--- config.mk ---
export PLATFORM = sky130hd
export DESIGN_NAME = mem_requester
export DESIGN_NICKNAME = d
export VERILOG_FILES = /design/src/rtl/mem_requester.sv
export SDC_FILE = /design/constraint.sdc
export NUM_CORES = 1
export LEC_CHECK = 0
export BUFFER_PORTS_ARGS = -buffer_cell sky130_fd_sc_hd__buf_2
export CORE_MARGIN = 1
export CORE_UTILIZATION = 48
export CTS_BUF_LIST = sky130_fd_sc_hd__clkbuf_2 sky130_fd_sc_hd__clkbuf_4 sky130_fd_sc_hd__clkbuf_8
export CTS_CLUSTER_SIZE = 25
export DETAILED_ROUTE_END_ITERATION = 12
export PLACE_DENSITY_LB_ADDON = 0.12
export REMOVE_ABC_BUFFERS = 1
export SYNTH_ARGS = -nofsm -noshare
export SYNTH_HDL_FRONTEND = slang
export SYNTH_SLANG_ARGS = --single-unit
export TNS_END_PERCENT = 20
--- constraint.sdc ---
create_clock -name clk -period 1.85 [get_ports clk]
set_clock_uncertainty 0.15 [all_clocks]
set_input_delay 0.185 -clock clk [delete_from_list [all_inputs] [get_ports clk]]
set_output_delay 0.185 -clock clk [all_outputs]
set_load 0.01 [all_outputs]
--- src/rtl/mem_requester.sv ---
// Single-outstanding initiator for the memory req/wr/memBusy protocol.
// Optional watchdog timeout enabled by defining MEM_TIMEOUT_EN.
module mem_requester #(
  parameter int MEM_ADDR_SIZE  = 32,
  parameter int MEM_WORD_SIZE  = 8,
  parameter int TIMEOUT_CYCLES = 64
) (
  input  logic                     clk,
  input  logic                     reset,
  input  logic                     cmdValid,
  output logic                     cmdReady,
  input  logic                     cmdWr,
  input  logic [MEM_ADDR_SIZE-1:0] cmdAddr,
  input  logic [MEM_WORD_SIZE-1:0] cmdData,
  output logic                     rspValid,
  input  logic                     rspReady,
  output logic [MEM_WORD_SIZE-1:0] rspData,
  output logic                     rspErr,
  output logic [MEM_ADDR_SIZE-1:0] memAddr,
  output logic [MEM_WORD_SIZE-1:0] memDataIn,
  output logic                     wr,
  output logic                     req,
  input  logic                     memBusy,
  input  logic [MEM_WORD_SIZE-1:0] memDataOut
);

  typedef enum logic [2:0] {IDLE, REQ, ACK, BUSY, RESP} state_t;

  state_t state, state_next;
  logic   started;
  logic   accept;
  logic   timeout;

  // started keeps cmdReady low until the first edge after reset release
  assign cmdReady = started && (state == IDLE) && !memBusy;
  assign accept   = cmdValid && cmdReady;
  assign req      = (state == REQ);
  assign rspValid = (state == RESP);

`ifdef MEM_TIMEOUT_EN
  localparam int CNT_W = $clog2(TIMEOUT_CYCLES + 1);
  localparam logic [CNT_W-1:0] CNT_MAX  = CNT_W'(TIMEOUT_CYCLES);
  localparam logic [CNT_W-1:0] CNT_LAST = CNT_W'(TIMEOUT_CYCLES - 1);

  logic [CNT_W-1:0] wdog;
  logic             err;

  always_ff @(posedge clk or negedge reset) begin
    if (!reset) begin
      wdog <= '0;
      err  <= 1'b0;
    end else begin
      if (accept) begin
        wdog <= '0;
        err  <= 1'b0;
      end else if (((state == ACK) || (state == BUSY)) && (wdog != CNT_MAX)) begin
        wdog <= wdog + 1'b1;
      end
      if (timeout) err <= 1'b1;
    end
  end

  // Leave ACK/BUSY on the edge where the counter reaches TIMEOUT_CYCLES
  assign timeout = ((state == ACK) || (state == BUSY)) && (wdog == CNT_LAST);
  assign rspErr  = err;
`else
  assign timeout = 1'b0;
  assign rspErr  = 1'b0;
`endif

  always_ff @(posedge clk or negedge reset) begin
    if (!reset) state <= IDLE;
    else        state <= state_next;
  end

  always_comb begin
    state_next = state;
    case (state)
      IDLE: if (accept) state_next = REQ;
      REQ:  state_next = ACK;
      ACK: begin
        if (timeout)      state_next = RESP;
        else if (memBusy) state_next = BUSY;
      end
      BUSY: begin
        if (timeout || !memBusy) state_next = RESP;
      end
      RESP: if (rspReady) state_next = IDLE;
      default: state_next = IDLE;
    endcase
  end

  always_ff @(posedge clk or negedge reset) begin
    if (!reset) begin
      started   <= 1'b0;
      memAddr   <= '0;
      memDataIn <= '0;
      wr        <= 1'b0;
      rspData   <= '0;
    end else begin
      started <= 1'b1;
      if (accept) begin
        memAddr   <= cmdAddr;
        memDataIn <= cmdData;
        wr        <= cmdWr;
      end
      if (timeout) begin
        rspData <= '0;
      end else if ((state == BUSY) && !memBusy) begin
        rspData <= wr ? '0 : memDataOut;
      end
    end
  end

endmodule

==> results.py <==
metrics = {
    "floorplanning": {
        "fp.dieH_um": 70.2,
        "core_mm2": 0.00441,
        "die_w_um": 70.2,
        "row_count": 24,
        "start_util_pct": 50.5,
        "io_pins": 107,
        "fp.dieArea_mm2": 0.00492,
    },
    "grt": {
        "grt_pass1_vias": 1860,
        "use_met3_pct": 6.35,
        "grtUsageMet2_pct": 41.0,
        "grt_first_pass_wirelength_mm": 9.07,
        "top_usage_layer": "met2",
        "grt_usage_pct": 24.2,
        "grt_start_max_net_pins": 31,
        "antenna_found_initial": 0,
        "met1_usage_pct": 29.3,
        "overflow": 0,
    },
    "critical_path": {
        "r2r_cells": 4,
        "r2r-start": "state[2]",
        "crit_path_cell_trace": "dlygate4sd3_1 > buf_2 > nor2_2 > and3_1 > buf_2",
        "path_buf_inv": 3,
        "critPathCaptureType": "output pin",
        "path_class": "in2out",
        "critical_path_required_ns": 1.51,
        "critPathMaxFanout": 4,
        "crit_slowest_cell": "dlygate4sd3_1",
        "crit_path_max_incr_delay_ns": 0.53,
        "cp_top_family": "buffers and inverters",
        "reg2reg_to": "memAddr[15]",
        "cp.arrival_ns": 1.36,
        "path_common_cell": "buf_2",
        "worstSetupStartpointType": "primary input",
        "r2r_setup_slack_ns": 0.24,
    },
    "detailed_routing": {
        "wl_mm": 5.34,
        "vias": 1697,
        "drc": 0,
        "via_per_inst": 4.75,
        "ant_nets": 0,
        "drt-initial-drc-count": 51,
        "routedWlPerCell_um": 15.0,
        "first_pass_iters": 4,
    },
    "hold_path": {
        "hold-path-cell-count": 3,
        "worstHoldEndpoint": "state[0]",
        "hold_path.class": "in2reg",
        "worstHoldStart": "cmdValid",
    },
    "yosys": {
        "ys_ff_latch": 53,
        "yosysUniqueCellTypes": 22,
        "netlist_area_mm2": 0.00223,
        "ys_seq_area_share_pct": 59.5,
        "yosys_warnings": 0,
        "syn_area_per_cell_um2": 15.6,
        "synthCells": 143,
    },
    "sta": {
        "fmax_mhz": 591,
        "fin_ws_ns": 0.158,
        "timing.final.crit_share_pct": 91.5,
        "whs_ns": 0.0436,
        "setup_viol": 0,
        "rsz0062_at_grt": "no",
        "tightest_slew_ns": 0.546,
        "relSlewSlack_pct": 63.6,
        "drv_slew": 0,
        "hold_viol_final": 0,
        "fin_tns_setup_ns": 0,
        "fin_crit_ns": 1.69,
    },
    "job": {
        "maxCapViolations": 0,
    },
    "clock_tree": {
        "postCtsSetupRepairBufs": 0,
        "cts_max_level": 2,
        "clk_latency_ns": 0.30,
        "tritoncts": "done",
        "cts_root_buffer": "clkbuf_8",
        "clock-sinks": 53,
        "cts.clk_slew.worst_paths_ns": 0.09,
        "cts_buffer_depth": 2,
        "cts_buffers": 5,
    },
    "status": {
        "status": "complete, no violations",
    },
    "power": {
        "power.density_mw_per_mm2": 1370,
        "p_leak_uw": 0.00186,
        "peakVddDrop_mv": 0.812,
    },
    "placement": {
        "gp_congestion": 0.815,
        "dp_hpwl_mm": 3.08,
        "placed_cell_area_mm2": 0.00282,
        "port_buffers": 105,
        "dp_slack_ns": 0.258,
    },
    "cells_and_area": {
        "layout_common_cells": "105 x buf_2, 53 x dfrtp_1, 52 x dlygate4sd3_1",
        "antenna_cells": 0,
        "final_common_cell": "buf_2",
        "fin_util_pct": 77.7,
        "fin_nets": 358,
        "finalInstanceArea_mm2": 0.00343,
        "drive_above_1_share_pct": 52.5,
        "num-fill-cells": 271,
        "syn_to_final_growth_pct": 53.7,
    },
}
[cells in the mapped netlist]
master	number	area [µm²]
nor2_1	2	7.51
buf_2	1	5.00
nand2b_1	8	50.1
nand4b_1	1	8.76
buf_6	4	45.0
o21ai_0	2	10.0
mux2_1	1	11.3
nor2_2	2	12.5
inv_1	1	3.75
and3_1	1	6.26
dfrtp_1	53	1330
a21oi_1	1	5.00
nand4_4	1	21.3
o21ai_1	7	35.0
nand4bb_1	1	11.3
and2_1	1	6.26
conb_1	2	7.51
mux2_4	40	601
nor3_1	1	5.00
clkbuf_1	1	3.75
nand2_1	11	41.3
buf_4	1	7.51
[stage by stage]
step	cells	total power (µW)
after floorplan	136	3160
after global placement	297	3880
after detailed placement	297	3920
after CTS	357	4700
after global routing	357	4990
final	357	4680
[cells by family after synthesis]
kind of cell | Yosys count | synth area share, %
AOI/OAI and AO/OA | 10 | 2.24
buffers and inverters | 8 | 2.92
DFF | 53 | 59.5
muxes | 41 | 27.4
other | 2 | 0.337
and+or+nand+nor | 29 | 7.63
[worst register-to-register path, cell delays in order, from the launching register on]
cell and delay, ns:
dfrtp_1 0.45, nor2_2 0.22, nand4_4 0.14, buf_4 0.23, mux2_4 0.32
[sequential cells by signal (all words and copies together) (netlist names)]
register / count
started: 1
memDataIn: 8
state: 3
rspData: 8
wr: 1
memAddr: 32
[area by class of cell]
type / instances / area, µm² / area share, %
Sequential cell: 53 / 1330 / 38.7
Timing Repair Buffer: 161 / 1100 / 32.1
Multi-Input combinational cell: 82 / 840 / 24.5
Clock buffer: 5 / 68.8 / 2.01
Tap cell: 52 / 65.1 / 1.90
Clock inverter: 3 / 25.0 / 0.730
Inverter: 1 / 3.75 / 0.109
[power breakdown]
group | internal [µW] | leakage [µW] | switching, µW
Sequential | 1700 | 0.000651 | 333
Combinational | 1170 | 0.00117 | 810
Clock | 274 | 0.0000447 | 397
[how the worst max path moves through the flow]
| stage | start | to | slack, ns | cells after the start |
|---|---|---|---|---|
| final | memBusy | cmdReady | 0.16 | 5 |
| after global placement | state[2] | memAddr[23] | 0.28 | 4 |
| after global routing | memBusy | cmdReady | 0.11 | 5 |
| after floorplan | state[0] | memAddr[23] | -0.24 | 3 |
| after detailed placement | state[2] | memDataIn[2] | 0.26 | 4 |
| after CTS | memBusy | cmdReady | 0.15 | 5 |
[routing by layer]
metal	vias to the layer above	routed length (µm)
met1	805	2240
li1	801	-
met3	16	306
met5	-	0
met2	75	2630
met4	0	170
[what timing repair did]
action | in CTS | in global routing
hold buffers | 52 | 0
endpoints found under the setup margin | 0 | 0
endpoints found under the hold margin | 74 | 0
resized for setup | 0 | 0
Power figures use the tool's default switching activity.
